`src/rtl/id_ex_stage_reg.sv`:
```
// ID/EX pipeline register with load-use hazard detection, branch flush and external hold.
// Define IDEX_STALL_CNT_EN to add a 32-bit stall_cnt output counting effective stall cycles.
module id_ex_stage_reg #(
  parameter int size     = 31,
  parameter int reg_bits = 4
) (
  input  logic              clk,
  input  logic              reset,
  input  logic              hold,
  input  logic              flush,
  input  logic [reg_bits:0] d_rs,
  input  logic [reg_bits:0] d_rt,
  input  logic [reg_bits:0] d_rd,
  input  logic [size:0]     d_rdata1,
  input  logic [size:0]     d_rdata2,
  input  logic [size:0]     d_imm,
  input  logic [size:0]     d_pc4,
  input  logic [8:0]        d_ctrl,
  output logic [reg_bits:0] e_rs,
  output logic [reg_bits:0] e_rt,
  output logic [reg_bits:0] e_rd,
  output logic [size:0]     e_rdata1,
  output logic [size:0]     e_rdata2,
  output logic [size:0]     e_imm,
  output logic [size:0]     e_pc4,
  output logic [8:0]        e_ctrl,
  output logic              e_valid,
  output logic              stall
`ifdef IDEX_STALL_CNT_EN
  ,
  output logic [31:0]       stall_cnt
`endif
);

  // Control word: {reg_write, mem_to_reg, mem_read, mem_write, branch, alu_src, reg_dst, alu_op[1:0]}
  localparam int MemReadBit = 6;

  logic [reg_bits:0] e_rs_q, e_rs_d;
  logic [reg_bits:0] e_rt_q, e_rt_d;
  logic [reg_bits:0] e_rd_q, e_rd_d;
  logic [size:0]     e_rdata1_q, e_rdata1_d;
  logic [size:0]     e_rdata2_q, e_rdata2_d;
  logic [size:0]     e_imm_q, e_imm_d;
  logic [size:0]     e_pc4_q, e_pc4_d;
  logic [8:0]        e_ctrl_q, e_ctrl_d;
  logic              e_valid_q, e_valid_d;

  logic load_use;
  logic bubble;
  logic load;

  // A load in execute whose target is read by decode; $0 is never a real dependency.
  assign load_use = e_valid_q & e_ctrl_q[MemReadBit] & (e_rt_q != '0) &
                    ((e_rt_q == d_rs) | (e_rt_q == d_rt));

  assign stall  = load_use & ~flush;
  assign bubble = flush | (~hold & stall);
  assign load   = ~flush & ~hold & ~stall;

  always_comb begin
    e_rs_d     = e_rs_q;
    e_rt_d     = e_rt_q;
    e_rd_d     = e_rd_q;
    e_rdata1_d = e_rdata1_q;
    e_rdata2_d = e_rdata2_q;
    e_imm_d    = e_imm_q;
    e_pc4_d    = e_pc4_q;
    e_ctrl_d   = e_ctrl_q;
    e_valid_d  = e_valid_q;
    if (load) begin
      e_rs_d     = d_rs;
      e_rt_d     = d_rt;
      e_rd_d     = d_rd;
      e_rdata1_d = d_rdata1;
      e_rdata2_d = d_rdata2;
      e_imm_d    = d_imm;
      e_pc4_d    = d_pc4;
      e_ctrl_d   = d_ctrl;
      e_valid_d  = 1'b1;
    end
    // Bubble data fields simply hold; only control and valid need clearing.
    if (bubble) begin
      e_ctrl_d  = '0;
      e_valid_d = 1'b0;
    end
  end

  always_ff @(posedge clk) begin
    if (reset) begin
      e_rs_q     <= '0;
      e_rt_q     <= '0;
      e_rd_q     <= '0;
      e_rdata1_q <= '0;
      e_rdata2_q <= '0;
      e_imm_q    <= '0;
      e_pc4_q    <= '0;
      e_ctrl_q   <= '0;
      e_valid_q  <= 1'b0;
    end else begin
      e_rs_q     <= e_rs_d;
      e_rt_q     <= e_rt_d;
      e_rd_q     <= e_rd_d;
      e_rdata1_q <= e_rdata1_d;
      e_rdata2_q <= e_rdata2_d;
      e_imm_q    <= e_imm_d;
      e_pc4_q    <= e_pc4_d;
      e_ctrl_q   <= e_ctrl_d;
      e_valid_q  <= e_valid_d;
    end
  end

  assign e_rs     = e_rs_q;
  assign e_rt     = e_rt_q;
  assign e_rd     = e_rd_q;
  assign e_rdata1 = e_rdata1_q;
  assign e_rdata2 = e_rdata2_q;
  assign e_imm    = e_imm_q;
  assign e_pc4    = e_pc4_q;
  assign e_ctrl   = e_ctrl_q;
  assign e_valid  = e_valid_q;

`ifdef IDEX_STALL_CNT_EN
  logic [31:0] stall_cnt_q, stall_cnt_d;

  // Counts only stalls that actually inject a bubble; wraps naturally at 2^32.
  always_comb begin
    stall_cnt_d = stall_cnt_q;
    if (stall & ~hold & ~flush) begin
      stall_cnt_d = stall_cnt_q + 32'd1;
    end
  end

  always_ff @(posedge clk) begin
    if (reset) begin
      stall_cnt_q <= '0;
    end else begin
      stall_cnt_q <= stall_cnt_d;
    end
  end

  assign stall_cnt = stall_cnt_q;
`endif

endmodule

```
`config.mk`:
```
export PLATFORM = sky130hd
export DESIGN_NAME = id_ex_stage_reg
export DESIGN_NICKNAME = d
export VERILOG_FILES = /design/src/rtl/id_ex_stage_reg.sv
export SDC_FILE = /design/constraint.sdc
export NUM_CORES = 1
export LEC_CHECK = 0
export ABC_AREA = 1
export BUFFER_PORTS_ARGS = -buffer_cell sky130_fd_sc_hd__buf_4
export CAP_MARGIN = 30
export CORE_ASPECT_RATIO = 1.2
export CORE_MARGIN = 5
export CORE_UTILIZATION = 43
export CTS_BUF_LIST = sky130_fd_sc_hd__clkbuf_4 sky130_fd_sc_hd__clkbuf_8
export CTS_CLUSTER_SIZE = 8
export DETAILED_ROUTE_END_ITERATION = 12
export PLACE_DENSITY = 0.87
export RECOVER_POWER = 100
export SETUP_SLACK_MARGIN = 0.3
export SLEW_MARGIN = 25
export SYNTH_ARGS = -nofsm -noshare
export SYNTH_HDL_FRONTEND = slang
export SYNTH_SLANG_ARGS = --single-unit
```
`constraint.sdc`:
```
create_clock -name clk -period 1.3 [get_ports clk]
set_input_delay 0.065 -clock clk [delete_from_list [all_inputs] [get_ports clk]]
set_output_delay 0.065 -clock clk [all_outputs]
set_load 0.05 [all_outputs]
```
Yosys cells after proc, flatten, opt, wreduce, memory -nomap -nowiden
Index checks and enable logic that the tools add are counted.
- equality and inequality tests: 2
- bitwise operators: 12
- reduce and logical (&&, ||, !) cells: 2
- operators with widths (operator ; count):
    $eq A5 B5 Y1 ; 2
    $and A1 B1 Y1 ; 7
    $reduce_bool A5 Y1 ; 1
    $not A1 Y1 ; 3
    $or A1 B1 Y1 ; 2
    $reduce_or A2 Y1 ; 1
- bits in registers: 153
- output and inout bits: 154

Logic depth before layout (Yosys ltp)
Gate-level depths: netlist of the first run.
- depth in word-level cells: 7
- depth in mapped cells: 12

Worst setup path before layout of the first run
Ideal clock, no wire load.
- path type: register to output
- start: register e_rt_q[4], in the netlist e_rt[4]
- end: output port stall
- slack: -559 ps
- cell stages (with the launch flop): 11
- arrival: 1794 ps
- path through: dfxtp_1 inv_1 nand2_1 nand2_1 nor2_1 nand3_1 nand2_2 nand2_4 buf_6 buf_2 inv_1
- word-level cells in the longest chain between the ends: 4
- elaborated cells on any way between the ends: 7
- those cells by class: eq/ne (2); bitwise (4); reduce/logical (1)
- ends and longest elaborated chain (element ; RTL line ; text):
    start: declaration ; 39 ; logic [reg_bits:0] e_rt_q, e_rt_d;
    start signal: assignment ; 101 ; e_rt_q <= e_rt_d;
    $eq A5 B5 Y1 or $reduce_bool A5 Y1 (tied branches) ; 54, 53 ;
    $or A1 B1 Y1 or $and A1 B1 Y1 (tied branches) ; 54, 53 ;
    $and A1 B1 Y1 * ; 53 ; assign load_use = e_valid_q & e_ctrl_q[MemReadBit] & (e_rt_q != '0) &
    $and A1 B1 Y1 * ; 56 ; assign stall = load_use & ~flush;
    end: declaration ; 28 ; output logic stall
Every way passes the cells marked *; elsewhere a longest branch is shown, timed or not.

Final worst setup path of the first run
- start: register e_rt_q[0], in the netlist e_rt[0]
- end: register e_imm_q[31], in the netlist e_imm[31]
- word-level cells in the longest chain between the ends: 6
- elaborated cells on any way between the ends: 9
- those cells by class: eq/ne (2); bitwise (6); reduce/logical (1)
- ends and longest elaborated chain (element ; RTL line ; text):
    $eq A5 B5 Y1 or $reduce_bool A5 Y1 (tied branches) ; 54, 53 ;
    $or A1 B1 Y1 or $and A1 B1 Y1 (tied branches) ; 54, 53 ;
    $and A1 B1 Y1 * ; 53 ;
    $and A1 B1 Y1 * ; 56 ;
    $not A1 Y1 * ; 58 ; assign load = ~flush & ~hold & ~stall;
    $and A1 B1 Y1 * ; 58 ;
    end signal: assignment ; 105 ; e_imm_q <= e_imm_d;
    end: declaration ; 43 ; logic [size:0] e_imm_q, e_imm_d;
Marks and branches as above.
A chain may end at the register's enable or synchronous reset.

==> impl_metrics.csv, run 1 <==
group,metric,value,unit
final_layout,finalNonFillerCells,1449,
final_layout,areaGrowthSynthToFinish,111,%
timing,final_hold_viol_count,0,
synthesis,yosysMostFrequentCell,"nand2_1",
outcome,outcome,"finished, violations left",
timing,period_share,168,%
final_layout,fill_cells,416,
floorplanning,die_area,16700,sq um
final_layout,utilization,92.7,%
pwr,p_leak,5.39,nW
placed_design,placed_area,9000,sq um
worst_setup_path,startpoint_type,"register",
clock_network,cts_sinks,153,
global_routing,grtUsageMet3,12.0,%
routing,vias,8980,
routing,viasPerCell,6.20,
timing,relSlewSlack,68.0,%
floorplanning,initial_core_util,44.0,%
floorplanning,die_height,141,microns
worst_setup_path,path_cells,"inv_2 > nand2_1 > nand2_1 > nor2_1 > nand3_1 > nand2_2 > nand2_8 > buf_12 > buf_4 > buf_12 > buf_12 > buf_16 > nand3_1 > a21oi_1",
floorplanning,num_rows,47,
clock_network,cts_tree,"yes",
global_routing,grt-ovfl-total,0,
timing,clock.fmax,458,MHz
pwr,ir_worst_vdd,719,uV
timing,fin_hold_ws,29.0,ps
outcome,violations,"setup timing",
synthesis,ys_ff_latch,153,
routing,wl,39700,microns
placed_design,gp_congestion,0.825,
global_routing,use_met2,58.8,%
routing,first_pass_iters,8,
routing,drc,0,
worst_setup_path,crit_family,"buffers and inverters",
timing,fin_crit,2180,ps
clock_network,cts_inserted_buffers,17,
synthesis,synthTopCellsByArea,"dfxtp_1, a21oi_1, nand2_1",
worst_setup_path,arrival,2500,ps
final_layout,postLayoutCellArea,12900,sq um
worst_setup_path,critPathMaxStageDelay,390,ps
global_routing,grt_pass1_vias,8360,
synthesis,syn_area_per_cell,8.31,sq um
global_routing,track_usage,33.6,%
synthesis,seq_area_frac_synth,50.1,%
timing,finalWorstSetupSlack,-881,ps
routing,dr.first_iter.drc_count,1211,
floorplanning,ios,310,
synthesis,synthDistinctLibCells,20,
global_routing,antenna_found_initial,2,
placed_design,hpwl,15100,microns
timing,slew_viol_final,0,
clock_network,cts-htree-levels,4,
worst_setup_path,reg2reg_slack,-880,ps
pwr,p_per_area,938,nW/um^2
synthesis,ys.flop_type,"dfxtp_1",
global_routing,grt_pass1_wl,45200,microns
clock_network,insertion_delay,460,ps
synthesis,ys_warn_count,0,
synthesis,synthesis.area,6110,sq um
timing,rsz0062_at_grt,"true",
global_routing,met1_usage,36.1,%
final_layout,drive_above_1_share,53.4,%
routing,antenna_left,0,
timing,finClkSkew,18.8,ps
final_layout,layout.nets,1419,
worst_setup_path,path_buf_inv,6,
floorplanning,die_w,119,microns
synthesis,synth_edf_count,0,
clock_network,clockBufferDepth,2,
worst_setup_path,crit_top_cell,"buf_12",
hold_path,worstHoldPathType,"in2reg",
clock_network,cts-root-buf,"clkbuf_8",
worst_setup_path,path_max_fanout,9,
placed_design,numPortBuffers,309,
pwr,finalPower,12.1,mW
routing,wl_per_cell,27.4,microns
synthesis,async_flop_share,0,%
placed_design,place_ws,-327,ps
global_routing,grt_start_max_net_pins,71,
synthesis,yosys.area.top_type,"dfxtp_1",
worst_setup_path,setup.worst_path.end_class,"register",
timing,tightestPinTransition,479,ps
floorplanning,coreArea,13900,sq um
placed_design,dp_cells,1206,
worst_setup_path,path_class,"reg2reg",
synthesis,yosys.area.top_type_share,50.1,%
job,drv_cap,0,
global_routing,grt.busiest_layer,"met2",
worst_setup_path,critPathSlowestCell,"dfxtp_4",
worst_setup_path,critPathRequiredTime,1620,ps
clock_network,clk_pin_slew,100,ps
synthesis,syn-instance-count,735,
synthesis,synth_fp_nets,891,
timing,setup_viol,154,
timing,fin_tns_setup,-98080,ps
synthesis,synth_top_cells_by_count,"nand2_1, a21oi_1, dfxtp_1, nand3_1, nand3_2",
## state kept, by name, summed over array words and instances, names as in the netlist
register  count
e_ctrl        9
e_imm        32
e_rs          5
e_pc4        32
e_rt          5
e_rdata2     32
e_rd          5
e_rdata1     32
e_valid       1
## layout make-up
cell class              instances  area, sq um  share of cell area, %
repair buffers                572         5760                   44.7
multi-input cells             502         3310                   25.7
flip-flops and latches        153         3140                   24.4
clock buffers                  24          312                   2.42
well taps                     171          214                   1.66
inverters                      17         67.6                  0.525
clock inverters                 8         60.1                  0.467
diodes                          2         5.00                 0.0389
## layer usage
metal,routed length (microns),vias up,share of wire [%]
li1,-,3541,-
met5,0,-,0
met2,18400,1011,46
met1,12300,4098,31
met4,3880,0,9.8
met3,5180,330,13
## final timing paths
| kind | start | end | cells past startpoint |
|---|---|---|---|
| setup / recovery | e_rt[0] | e_imm[31] | 14 |
| hold / removal | d_rs[4] | e_rs[4] | 4 |
| setup reg to reg | e_rt[0] | e_imm[31] | 14 |
| hold reg to reg | e_rdata1[21] | e_rdata1[21] | 2 |
## tightest hold or removal path: stages
cell	delay, ps
buf_4	120
buf_4	130
nand3_4	70
a21oi_2	50
## power breakdown
group	switching, mW	internal (mW)
combinational	1.91	1.48
sequential	0.193	4.89
clock	2.00	1.61
## logic make-up (layout without fill, tap and decap cells)
group / after synthesis / after routing / share of synthesized area [%]
other: 0 / 2 / 0
and+or+nand+nor: 345 / 347 / 29.7
buffers and inverters: 82 / 621 / 7.35
DFF: 153 / 153 / 50.1
xor gates and xnor gates: 2 / 2 / 0.287
AOI/OAI and AO/OA: 153 / 153 / 12.5
## repair_timing
| item | 4_1_cts | 5_1_grt |
|---|---|---|
| buffers inserted | 9 | 32 |
| pin swaps | 4 | 22 |
| hold buffers | 151 | 0 |
| endpoints found under the setup margin | 307 | 307 |
| gates resized for setup | 39 | 291 |
| hold endpoints to repair | 150 | 0 |
| cloned | 6 | 11 |
## cells in the final DEF, fill, tap and decap left out, types with 8 or more instances in the layout
cell             n
buf_4          299
nand2_1        168
dlygate4sd3_1  151
dfxtp_1        113
a21oi_2         93
nand3_1         82
a21oi_1         60
nand3_2         45
buf_8           41
buf_12          33
nand3_4         28
dfxtp_2         28
buf_6           26
clkbuf_8        21
dfxtp_4         12
clkbuf_16       10
inv_1            9
nand2_2          8
(Power assumes the default switching activity.)
==> inputs of run 2 (changes only) <==
--- a/config.mk
+++ b/config.mk
@@ -17,6 +17,7 @@
 export PLACE_DENSITY = 0.87
 export RECOVER_POWER = 100
 export SETUP_SLACK_MARGIN = 0.3
+export SKIP_CTS_REPAIR_TIMING = 1
 export SLEW_MARGIN = 25
 export SYNTH_ARGS = -nofsm -noshare
 export SYNTH_HDL_FRONTEND = slang
==> impl_metrics.csv, run 2 (synthesized netlist as in run 1, its figures left out) <==
group,metric,value,unit
clock_network,cts_tree,"yes",
placed_design,dp_cells,1206,
floorplanning,ios,310,
routing,viasPerCell,5.59,
clock_network,clk_pin_slew,100,ps
worst_setup_path,critPathLaunch,"e_rt[1]",
timing,tightestPinTransition,553,ps
routing,drc,0,
timing,setup_viol,154,
clock_network,cts-htree-levels,4,
worst_setup_path,r2r_cells,13,
timing,rsz0062_at_grt,"true",
global_routing,grt_start_max_net_pins,71,
clock_network,clockBufferDepth,2,
global_routing,track_usage,22.8,%
global_routing,antenna_found_initial,1,
floorplanning,die_w,119,microns
worst_setup_path,critPathRequiredTime,1640,ps
job,drv_cap,0,
worst_setup_path,cp-endpoint,"e_pc4[8]",
placed_design,numPortBuffers,309,
final_layout,drive_above_1_share,41.4,%
worst_setup_path,r2r_start,"e_rt[1]",
outcome,outcome,"finished, violations left",
placed_design,hpwl,15100,microns
timing,clock.fmax,499,MHz
worst_setup_path,arrival,2350,ps
hold_path,worstHoldPathType,"in2reg",
clock_network,insertion_delay,430,ps
global_routing,grt-ovfl-total,0,
routing,wl,29300,microns
timing,period_share,154,%
final_layout,layout.nets,1378,
routing,dr.first_iter.drc_count,832,
timing,finClkSkew,21.4,ps
pwr,ir_worst_vdd,770,uV
final_layout,layout_commonest_cell,"buf_4",
timing,relSlewSlack,63.1,%
worst_setup_path,reg2reg_slack,-710,ps
pwr,finalPower,11.3,mW
routing,met2WireLength,14500,microns
worst_setup_path,startpoint_type,"register",
outcome,violations,"setup timing",
global_routing,grt_pass1_wl,31400,microns
floorplanning,initial_core_util,44.0,%
timing,fin_tns_setup,-78860,ps
final_layout,utilization,79.4,%
global_routing,grt_pass1_vias,6266,
routing,antenna_left,0,
floorplanning,num_rows,47,
clock_network,cts_sinks,153,
floorplanning,coreArea,13900,sq um
floorplanning,die_area,16700,sq um
timing,fin_crit,2010,ps
placed_design,gp_congestion,0.825,
final_layout,finalNonFillerCells,1407,
routing,met3_length,3060,microns
routing,wirelength_met1,10200,microns
routing,wl_per_cell,20.8,microns
pwr,p_per_area,1020,nW/um^2
worst_setup_path,timing.rr.end,"e_pc4[8]",
pwr,p_leak,4.82,nW
routing,top_layer_used,"met4",
timing,fin_hold_ws,10.9,ps
clock_network,cts_inserted_buffers,17,
worst_setup_path,path_max_fanout,6,
timing,final_hold_viol_count,0,
clock_network,cts-root-buf,"clkbuf_8",
routing,vias,7865,
final_layout,areaGrowthSynthToFinish,80.4,%
final_layout,final_cell_mix,"buf_4, nand2_1, dlygate4sd3_1",
timing,slew_viol_final,0,
floorplanning,die_height,141,microns
routing,first_pass_iters,5,
worst_setup_path,setup.worst_path.end_class,"register",
worst_setup_path,path_class,"reg2reg",
final_layout,fill_cells,792,
timing,finalWorstSetupSlack,-706,ps
run 2: cell types whose count changed in the layout (fill, tap and decap cells not counted), moves of 13 or more:
cell / delta
a21oi_1: +80
a21oi_2: -80
buf_4: -113
buf_6: -20
buf_8: -31
clkbuf_2: +138
dfxtp_1: +33
dfxtp_2: -26
nand3_1: +13
nand3_2: +15
nand3_4: -28
run 2: how the worst min path moves through the flow:
stage	depth (start not counted)	end	from	slack [ps]
4_1_cts	3	e_rdata2[7]	d_rdata2[7]	-140
2_1_floorplan	2	e_imm[21]	d_imm[21]	210
3_5_place_dp	3	e_rdata2[7]	d_rdata2[7]	340
3_3_place_gp	3	e_rdata1[12]	d_rdata1[12]	340
6_report	3	e_rs[3]	d_rs[3]	10
5_1_grt	3	e_rs[3]	d_rs[3]	-9
run 2: worst max-delay path: stages, from the launching register on:
cell and delay [ps]:
dfxtp_4 380, inv_2 60, nand2_1 90, nand2_1 70
nor2_1 120, nand3_1 110, nand2_2 140, nand2_8 70
buf_4 200, nand2_8 130, buf_4 140, clkbuf_16 130
nand2_1 60, a21oi_1 220
run 2: final cells by class:
type	instances	area (sq um)	share of cell area [%]
timing repair buffer	530	4550	41.3
sequential	153	3080	28.0
multi-input combinational	503	2730	24.8
clock buffer	24	312	2.83
tap	171	214	1.94
inverter	17	70.1	0.636
clock inverter	8	60.1	0.545
antenna	1	2.50	0.0227
run 2: metrics by stage:
stage | setup WS (ps) | instance area, sq um
finish | -706 | 11000
global route | -799 | 11000
CTS | -667 | 9380
detailed placement | -327 | 9000
global placement | -236 | 9000
floorplan | -236 | 6150
run 2: where the power goes:
group | switching (mW) | internal (mW)
logic | 1.63 | 1.16
registers | 0.148 | 4.89
clock network | 1.83 | 1.61
run 2: layer usage:
metal,GRT usage (%),vias up
li1,-,3448
met1,25.1,3697
met2,40.2,600
met3,9.13,120
met4,7.32,0
met5,0,-
